[src/rtl/fetch_pkg.sv]
`timescale 1ns/1ps
`default_nettype none
//==============================================================================
// fetch_pkg -- fetch FSM state encoding and default geometry.   Rev 1.0
//==============================================================================
package fetch_pkg;

    localparam int DEFAULT_AW    = 8;
    localparam int DEFAULT_DW    = 8;
    localparam int DEFAULT_DEPTH = 4;

    typedef enum logic [1:0] {
        IDLE  = 2'd0,
        RUN   = 2'd1,
        DRAIN = 2'd2
    } fetch_state_t;

endpackage
`default_nettype wire

[src/rtl/sync_fifo.sv]
`timescale 1ns/1ps
`default_nettype none
//==============================================================================
// sync_fifo -- power-of-two synchronous FIFO with occupancy count.   Rev 1.0
//==============================================================================
module sync_fifo #(
    parameter  int DEPTH = 4,
    parameter  int WIDTH = 16,
    localparam int PW    = $clog2(DEPTH),
    localparam int CW    = PW + 1
) (
    input  logic             clk,
    input  logic             reset,
    input  logic             push,
    input  logic [WIDTH-1:0] push_data,
    input  logic             pop,
    output logic [WIDTH-1:0] pop_data,
    output logic [CW-1:0]    count,
    output logic             empty
);

    logic [WIDTH-1:0] mem [DEPTH];
    logic [PW-1:0]    wr_ptr;
    logic [PW-1:0]    rd_ptr;
    logic             full;
    logic             do_push;
    logic             do_pop;

    assign full    = (count == CW'(DEPTH));
    assign empty   = (count == '0);
    assign do_pop  = pop && !empty;
    // A pop frees the head slot in the same edge, so a full FIFO can still accept.
    assign do_push = push && (!full || do_pop);

    always_ff @(posedge clk or posedge reset) begin
        if (reset) begin
            wr_ptr <= '0;
            rd_ptr <= '0;
            count  <= '0;
        end else begin
            if (do_push) wr_ptr <= wr_ptr + 1'b1;
            if (do_pop)  rd_ptr <= rd_ptr + 1'b1;
            case ({do_push, do_pop})
                2'b10:   count <= count + 1'b1;
                2'b01:   count <= count - 1'b1;
                default: count <= count;
            endcase
        end
    end

    always_ff @(posedge clk) begin
        if (do_push) mem[wr_ptr] <= push_data;
    end

    assign pop_data = mem[rd_ptr];

    overflow_check: assert property (@(posedge clk) disable iff (reset) !(push && full && !pop));

endmodule
`default_nettype wire

[src/rtl/fetch_buffer.sv]
`timescale 1ns/1ps
`default_nettype none
//==============================================================================
// fetch_buffer -- credit-limited prefetcher from synchronous memory.   Rev 1.0
//==============================================================================
module fetch_buffer
    import fetch_pkg::*;
#(
    parameter int DEPTH = DEFAULT_DEPTH,
    parameter int AW    = DEFAULT_AW,
    parameter int DW    = DEFAULT_DW
) (
    input  logic          clk,
    input  logic          reset,
    input  logic          start,
    input  logic          stop,
    input  logic [AW-1:0] addr_in,
    output logic          addr_adv,
    output logic          mem_rd,
    output logic [AW-1:0] mem_addr,
    input  logic [DW-1:0] mem_rdata,
    output logic          out_valid,
    input  logic          out_ready,
    output logic [DW-1:0] out_data,
    output logic [AW-1:0] out_addr,
    output logic          out_last,
    output logic          busy
);

    localparam int CW = $clog2(DEPTH) + 1;

    fetch_state_t     state;
    fetch_state_t     state_nxt;
    logic             inflight;
    logic [AW-1:0]    addr_q;
    logic [CW-1:0]    fifo_count;
    logic [CW-1:0]    occupancy;
    logic             fifo_empty;
    logic             issue;
    logic             pop;
    logic [DW+AW-1:0] head;

    // Every issued read owns a FIFO slot until it is popped.
    assign occupancy = fifo_count + {{(CW-1){1'b0}}, inflight};
    assign issue     = (state == RUN) && !stop && (occupancy < CW'(DEPTH));

    assign mem_rd   = issue;
    assign addr_adv = issue;
    assign mem_addr = issue ? addr_in : addr_q;
    assign busy     = (state != IDLE);

    always_comb begin
        state_nxt = state;
        case (state)
            IDLE:    if (start && !stop) state_nxt = RUN;
            RUN:     if (stop) state_nxt = DRAIN;
            DRAIN:   if (!inflight && fifo_count == '0) state_nxt = IDLE;
            default: state_nxt = IDLE;
        endcase
    end

    // addr_q doubles as the tag of the word in flight during the following cycle.
    always_ff @(posedge clk or posedge reset) begin
        if (reset) begin
            state    <= IDLE;
            inflight <= 1'b0;
            addr_q   <= '0;
        end else begin
            state    <= state_nxt;
            inflight <= issue;
            if (issue) addr_q <= addr_in;
        end
    end

    assign out_valid = !fifo_empty;
    assign pop       = out_valid && out_ready;

    sync_fifo #(
        .DEPTH (DEPTH),
        .WIDTH (DW + AW)
    ) u_fifo (
        .clk       (clk),
        .reset     (reset),
        .push      (inflight),
        .push_data ({addr_q, mem_rdata}),
        .pop       (pop),
        .pop_data  (head),
        .count     (fifo_count),
        .empty     (fifo_empty)
    );

    assign out_addr = out_valid ? head[DW+AW-1:DW] : '0;
    assign out_data = out_valid ? head[DW-1:0]     : '0;
    assign out_last = out_valid && (&head[DW+AW-1:DW]);

endmodule
`default_nettype wire
[config.mk]
export PLATFORM = sky130hd
export DESIGN_NAME = fetch_buffer
export DESIGN_NICKNAME = d
export VERILOG_FILES = /design/src/rtl/fetch_pkg.sv /design/src/rtl/sync_fifo.sv /design/src/rtl/fetch_buffer.sv
export SDC_FILE = /design/constraint.sdc
export NUM_CORES = 1
export LEC_CHECK = 0
export ABC_AREA = 1
export BUFFER_PORTS_ARGS = -buffer_cell sky130_fd_sc_hd__buf_2
export CAP_MARGIN = 10
export CELL_PAD_IN_SITES_DETAIL_PLACEMENT = 0
export CELL_PAD_IN_SITES_GLOBAL_PLACEMENT = 1
export CORE_ASPECT_RATIO = 0.5
export CORE_MARGIN = 2
export CORE_UTILIZATION = 45
export CTS_CLUSTER_SIZE = 28
export DETAILED_ROUTE_END_ITERATION = 10
export GPL_TIMING_DRIVEN = 1
export PLACE_DENSITY_LB_ADDON = 0.1
export SLEW_MARGIN = 20
export SYNTH_ARGS = -nofsm -noshare
export SYNTH_HDL_FRONTEND = slang
export SYNTH_HIERARCHICAL = 1
export SYNTH_SLANG_ARGS = --single-unit
[constraint.sdc]
create_clock -name clk -period 3.4 [get_ports clk]
set_input_delay 0.34 -clock clk [delete_from_list [all_inputs] [get_ports clk]]
set_output_delay 0.34 -clock clk [all_outputs]
set_load 0.01 [all_outputs]
# Word-level counts from Yosys, hierarchy flattened

Memories as Yosys holds them, arrays and structs flattened.
Index checks and enable logic that the tools add are counted.
W data, S select, Z words.

Register bits: 18
Logic and storage cells: 50
Output and inout bits: 29
Memory bits (writable): 64
Memories kept: 1
Input port bits: 21

Eq/ne operators: 8
Reductions and logical operators: 19
$add $sub $neg: 5
Muxes and demuxes: 10
Magnitude comparators: 1

Memory list:

| name       | words | width | rd ports | clocked after memory_dff | write ports | RTL line        | text |
|---|---|---|---|---|---|---|---|
| u_fifo.mem | 4     | 16    | 1        | 0                        | 1           | sync_fifo.sv:22 | `logic [WIDTH-1:0] mem [DEPTH];` |

Operators with widths:

| cell                  | count |
|---|---|
| $mux W8               | 3 |
| $logic_and A1 B1 Y1   | 8 |
| $reduce_and A8 Y1     | 1 |
| $mux W2               | 3 |
| $ne A2 B2 Y1 const B  | 3 |
| $pmux W2 S3           | 1 |
| $pmux W3 S2           | 1 |
| $add A2 B1 Y2 const B | 2 |
| $eq A2 B1 Y1 const B  | 2 |
| $eq A2 B2 Y1 const B  | 2 |
| $logic_not A1 Y1      | 4 |
| $reduce_bool A2 Y1    | 2 |
| $add A3 B1 Y3         | 1 |
| $add A3 B1 Y3 const B | 1 |
| $eq A3 B3 Y1 const B  | 1 |
| $logic_not A3 Y1      | 1 |
| $lt A3 B3 Y1 const B  | 1 |
| $reduce_and A3 Y1     | 1 |
| $sub A3 B1 Y3 const B | 1 |
| $logic_not A2 Y1      | 1 |
| $mux W1               | 2 |
| $logic_or A1 B1 Y1    | 1 |

# Logic depth before layout (Yosys ltp)

Depth in word-level cells: 8
Depth in mapped cells: 16
Mapped depth without buffers: 15

# Modules after synthesis

The synthesis kept the hierarchy.

Modules (own cells, without submodules):

| module       | instances | cells each | sequential area each (µm²) | area each (µm²) |
|---|---|---|---|---|
| sync_fifo    | 1         | 251        | 2097.0                     | 3052.9 |
| fetch_buffer | 1         | 95         | 275.3                      | 691.9 |

# Worst setup path after synthesis

Ideal clock, no wire load.

Path kind: register -> register
Start: register u_fifo.count[0]
End: memory u_fifo.mem[0][0] (enable)
Path slack: 1011 ps
Data required time: 3011 ps
Clock period less this slack: 2389 ps
Stages on the path, launching flop included: 10
Buffers on the path: 1
Data arrival time: 2000 ps
Setup time: 389 ps
Cells stage by stage: dfrtp_1 > nor2_1 > nand2_1 > inv_1 > buf_2 > nor2_1 > nor2_1 > nand2_1 > nand2_2 > nor2_1

Cells in the longest elaborated chain, start to end: 8
Elaborated cells between the ends (all ways): 10
Those cells by class: 1 x eq/ne; 2 x mux; 7 x reduce/logical

Ends and longest elaborated chain:

| item                          | RTL line           | text |
|---|---|---|
| start, declared               | sync_fifo.sv:18    | `output logic [CW-1:0] count,` |
| start signal, assigned        | sync_fifo.sv:44    | `2'b10: count <= count + 1'b1;` |
| start signal, assigned        | sync_fifo.sv:45    | `2'b01: count <= count - 1'b1;` |
| start signal, assigned        | sync_fifo.sv:46    | `default: count <= count;` |
| $logic_not A3 Y1              | sync_fifo.sv:30    | `assign empty = (count == '0);` |
| net fifo_empty                | fetch_buffer.sv:38 | `logic fifo_empty;` |
| $logic_not A1 Y1              | fetch_buffer.sv:75 | `assign out_valid = !fifo_empty;` |
| $logic_and A1 B1 Y1           | fetch_buffer.sv:76 | `assign pop = out_valid && out_ready;` |
| net pop                       | fetch_buffer.sv:40 | `logic pop;` |
| $logic_and A1 B1 Y1           | sync_fifo.sv:31    | `assign do_pop = pop && !empty;` |
| $logic_or A1 B1 Y1            | sync_fifo.sv:33    | `assign do_push = push && (!full \|\| do_pop);` |
| $logic_and A1 B1 Y1           | sync_fifo.sv:33    |  |
| $mux W1                       | sync_fifo.sv:52    | `if (do_push) mem[wr_ptr] <= push_data;` |
| $mux W1 (not written as such) | sync_fifo.sv:52    |  |
| end, declared                 | sync_fifo.sv:22    |  |

The timed path passes the listed nets, and every way through them passes these cells.

# Worst setup path after layout

Start: register u_fifo.rd_ptr[1]
End: output port out_last

Cells in the longest elaborated chain, start to end: 3

Ends and longest elaborated chain:

| item                   | RTL line           | text |
|---|---|---|
| start, declared        | sync_fifo.sv:24    | `logic [PW-1:0] rd_ptr;` |
| start signal, assigned | sync_fifo.sv:42    | `if (do_pop) rd_ptr <= rd_ptr + 1'b1;` |
| $mem_v2 Z4 W16         | --                 |  |
| net head[8]            | fetch_buffer.sv:41 | `logic [DW+AW-1:0] head;` |
| $reduce_and A8 Y1      | fetch_buffer.sv:94 | `assign out_last = out_valid && (&head[DW+AW-1:DW]);` |
| $logic_and A1 B1 Y1    | fetch_buffer.sv:94 |  |
| end, declared          | fetch_buffer.sv:26 | `output logic out_last,` |

The timed path passes the listed nets, and every way through them passes these cells.

==> impl_metrics.py <==
metrics = {
    "status": {
        "status": "complete, no violations",
    },
    "clock_network": {
        "post_cts_setup_buffers": 0,
        "cts_inserted_buffers": 9,
        "clock-root-buffer": "clkbuf_16",
        "cts.clk_slew.worst_paths_ns": 0.06,
        "cts_num_sinks": 82,
        "cts-htree-levels": 3,
        "cts_tree": "done",
        "max-clock-path-buffers": 2,
        "cts-resized-gates": 0,
        "worst_skew_pair.late_latency_ns": 0.34,
    },
    "routing": {
        "drt_first_pass_iters": 4,
        "drc_errors": 0,
        "drt-vias-per-instance": 4.68,
        "wl_per_cell_um": 13.8,
        "postRouteWirelength_um": 7130,
        "drt_first_iter_violations": 121,
        "vias": 2417,
        "route.antenna.remaining_nets": 0,
    },
    "yosys": {
        "synthCells": 346,
        "yosys.cell_types.count": 29,
        "synth_top_cell_by_area": "edfxtp_1",
        "yosys_warnings": 6,
        "syn-num-nets": 373,
        "synth.ff_latch_count": 82,
        "yosysSeqAreaShare_pct": 63.3,
        "synth_top_area_share_pct": 51.3,
        "netlist_area_pre_place_sq_um": 3740,
        "synth.area.top_cells": "edfxtp_1 (51%), dfrtp_1 (12%), nand2_1 (6.9%)",
        "synthesis.area_per_instance_sq_um": 10.8,
    },
    "hold_path": {
        "worstHoldPathType": "input port to register",
    },
    "place": {
        "place_congestion": 0.836,
        "port_buffers": 49,
        "place.detailed.hpwl_um": 4670,
    },
    "pwr": {
        "sw_frac_of_total_pct": 37.7,
        "total_leakage_power_nw": 1.92,
        "power.net_switching_mw": 1.41,
        "power_report.internal_total_mw": 2.33,
        "combinationalPowerShare_pct": 36.0,
        "clockPowerShare_pct": 24.8,
        "seq_power_share_pct": 39.2,
        "power-per-cell-area_nw_per_um2": 862,
        "total_power_mw": 3.75,
        "peakVddDrop_mv": 0.437,
    },
    "floorplan": {
        "rows": 23,
        "floorplan.io_pins": 50,
        "area_inside_the_core_boundary_sq_um": 8030,
        "effective_utilization_at_floorplan_pct": 46.6,
        "dieWidth_um": 133,
        "die_area_sq_um": 9110,
        "chipHeight_um": 68.5,
    },
    "cells_and_area": {
        "share_of_layout_cells_above_drive_strength_1_pct": 27.7,
        "area_growth_pct": 16.0,
        "n_antenna_cell": 0,
        "postLayoutCoreUtil_pct": 54.1,
        "fillerInstances": 712,
        "area_of_combinational_cells_with_multiple_inputs_sq_um": 1020,
        "most_frequent_standard_cell_in_the_layout_excluding_fill_and_tap_cells": "nand2_1",
        "sequential_cell_area_sq_um": 2370,
        "layout.cells.most_common_list": "nand2_1 (69), edfxtp_1 (64), buf_2 (49)",
        "layout.nets": 427,
    },
    "worst_setup_path": {
        "critical_path_arrival_ns": 2.09,
        "worst-setup-path-type": "register to primary output",
        "end_kind": "primary output",
        "critical_path.max_fanout": 21,
        "crit_path_start_kind": "register",
        "critPathRequiredTime_ns": 3.06,
    },
    "sta": {
        "setup_viol": 0,
        "timing.clock.skew_ns": 0.00714,
        "period_minus_slack_ns": 2.43,
        "tns_ns": 0,
        "maxClockFrequency_ghz": 0.412,
        "report.final.slew_viol_count": 0,
        "timing.final.crit_share_pct": 71.4,
        "tightest_slew_ns": 0.706,
        "timing.final.hold_violations": 0,
        "maxSlewHeadroom_pct": 52.9,
        "rsz0062_at_grt": "false",
    },
    "global_routing": {
        "gr-usage-all-layers_pct": 18.0,
        "largest_net_degree_at_the_start_of_global_routing": 51,
        "grt_pass1_wl_um": 11800,
        "grt_pass1_vias": 2374,
        "grt-ovfl-total": 0,
        "antenna_found_initial": 0,
    },
    "job": {
        "drv.max_cap_violation_count": 0,
    },
}
## final timing paths
path                            slack (ns)  cells past startpoint                         start                          end
worst max-delay path                  0.97                      6  u_fifo/rd_ptr[1]$_DFFE_PP0P_                     out_last
worst min-delay path                  0.22                      1                  mem_rdata[4]   u_fifo/mem[2][4]$_DFFE_PP_
worst max register to register        1.11                     14   u_fifo/count[0]$_DFFE_PP0P_  u_fifo/count[2]$_DFFE_PP0P_
worst min register to register        0.50                      1          state[1]$_DFFE_PP0P_         state[0]$_DFFE_PP0P_
max in group asynchronous             2.54                      3                         reset          addr_q[7]$_DFF_PP0_
min in group asynchronous             0.50                      3                         reset  u_fifo/count[2]$_DFFE_PP0P_
## sequential cells by signal (all words and copies together) (netlist names)
signal	flops
addr_q	8
u_fifo/rd_ptr	2
u_fifo/mem	64
state	2
u_fifo/wr_ptr	2
inflight	1
u_fifo/count	3
## layout make-up
class | count | area share [%]
sequential | 82 | 54.6
multi-input combinational | 194 | 23.5
timing repair buffer | 57 | 7.08
clock buffer | 10 | 5.27
inverter | 56 | 5.01
tap | 112 | 3.22
clock inverter | 6 | 1.32
## logic make-up after synthesis
kind of cell               after synthesis  synth area share, %
and+or+nand+nor                        153                 19.2
DFF                                     82                 63.3
buffers and inverters                   70                 9.39
AOI/OAI and AO/OA                       34                 5.61
adders and majority gates                6                 2.21
xor gates and xnor gates                 1                0.234
## what timing repair did
item	4_1_cts	5_1_grt
hold endpoints to repair	7	0
hold buffers	1	0
setup endpoints to repair	0	0
## power by group through the flow
stage | combinational (mW) | clock [mW] | sequential (mW)
after detailed placement | 1.37 | 0 | 1.49
after floorplan | 1.09 | 0 | 1.39
after CTS | 1.37 | 0.951 | 1.47
final | 1.35 | 0.930 | 1.47
after global routing | 1.55 | 1.00 | 1.49
after global placement | 1.34 | 0 | 1.47
## cell usage after synthesis
cell type / n
nand2_1: 69
edfxtp_1: 64
nor2_1: 42
inv_1: 37
dfrtp_1: 18
inv_2: 18
o21ai_1: 17
nor2_2: 16
o211ai_1: 16
nand4_1: 10
nand3_1: 7
buf_6: 5
ha_1: 5
buf_2: 4
buf_4: 3
nand2_2: 2
buf_12: 1
buf_8: 1
fa_1: 1
inv_8: 1
nand2_4: 1
nand3_2: 1
nand3_4: 1
nand4_4: 1
nor2_8: 1
nor3_1: 1
nor3b_1: 1
o21ai_0: 1
xnor2_1: 1
## critical path: stages, from the launching register on
cell and delay [ns]:
dfrtp_1 0.79, buf_4 0.33, o211ai_1 0.11, nand2_1 0.09
nand3_1 0.08, nor3b_1 0.18, buf_2 0.16
## routing by layer
layer,track usage (%),vias to the layer above,share of wire (%)
li1,-,1240,-
met5,0,-,0
met2,29.3,52,44
met4,6.05,0,0.94
met1,22.8,1118,49
met3,6.65,7,5.8
## stage by stage
stage	cells	hold slack (ns)	instance area, sq um	setup slack, ns
after global placement	500	0.300	4050	1.17
after floorplan	346	0.143	3740	1.01
final	517	0.219	4350	0.973
after detailed placement	500	0.303	4050	1.11
after global routing	517	0.199	4350	0.760
after CTS	517	0.207	4350	0.936
No activity file was read; power rests on OpenSTA's default activity.
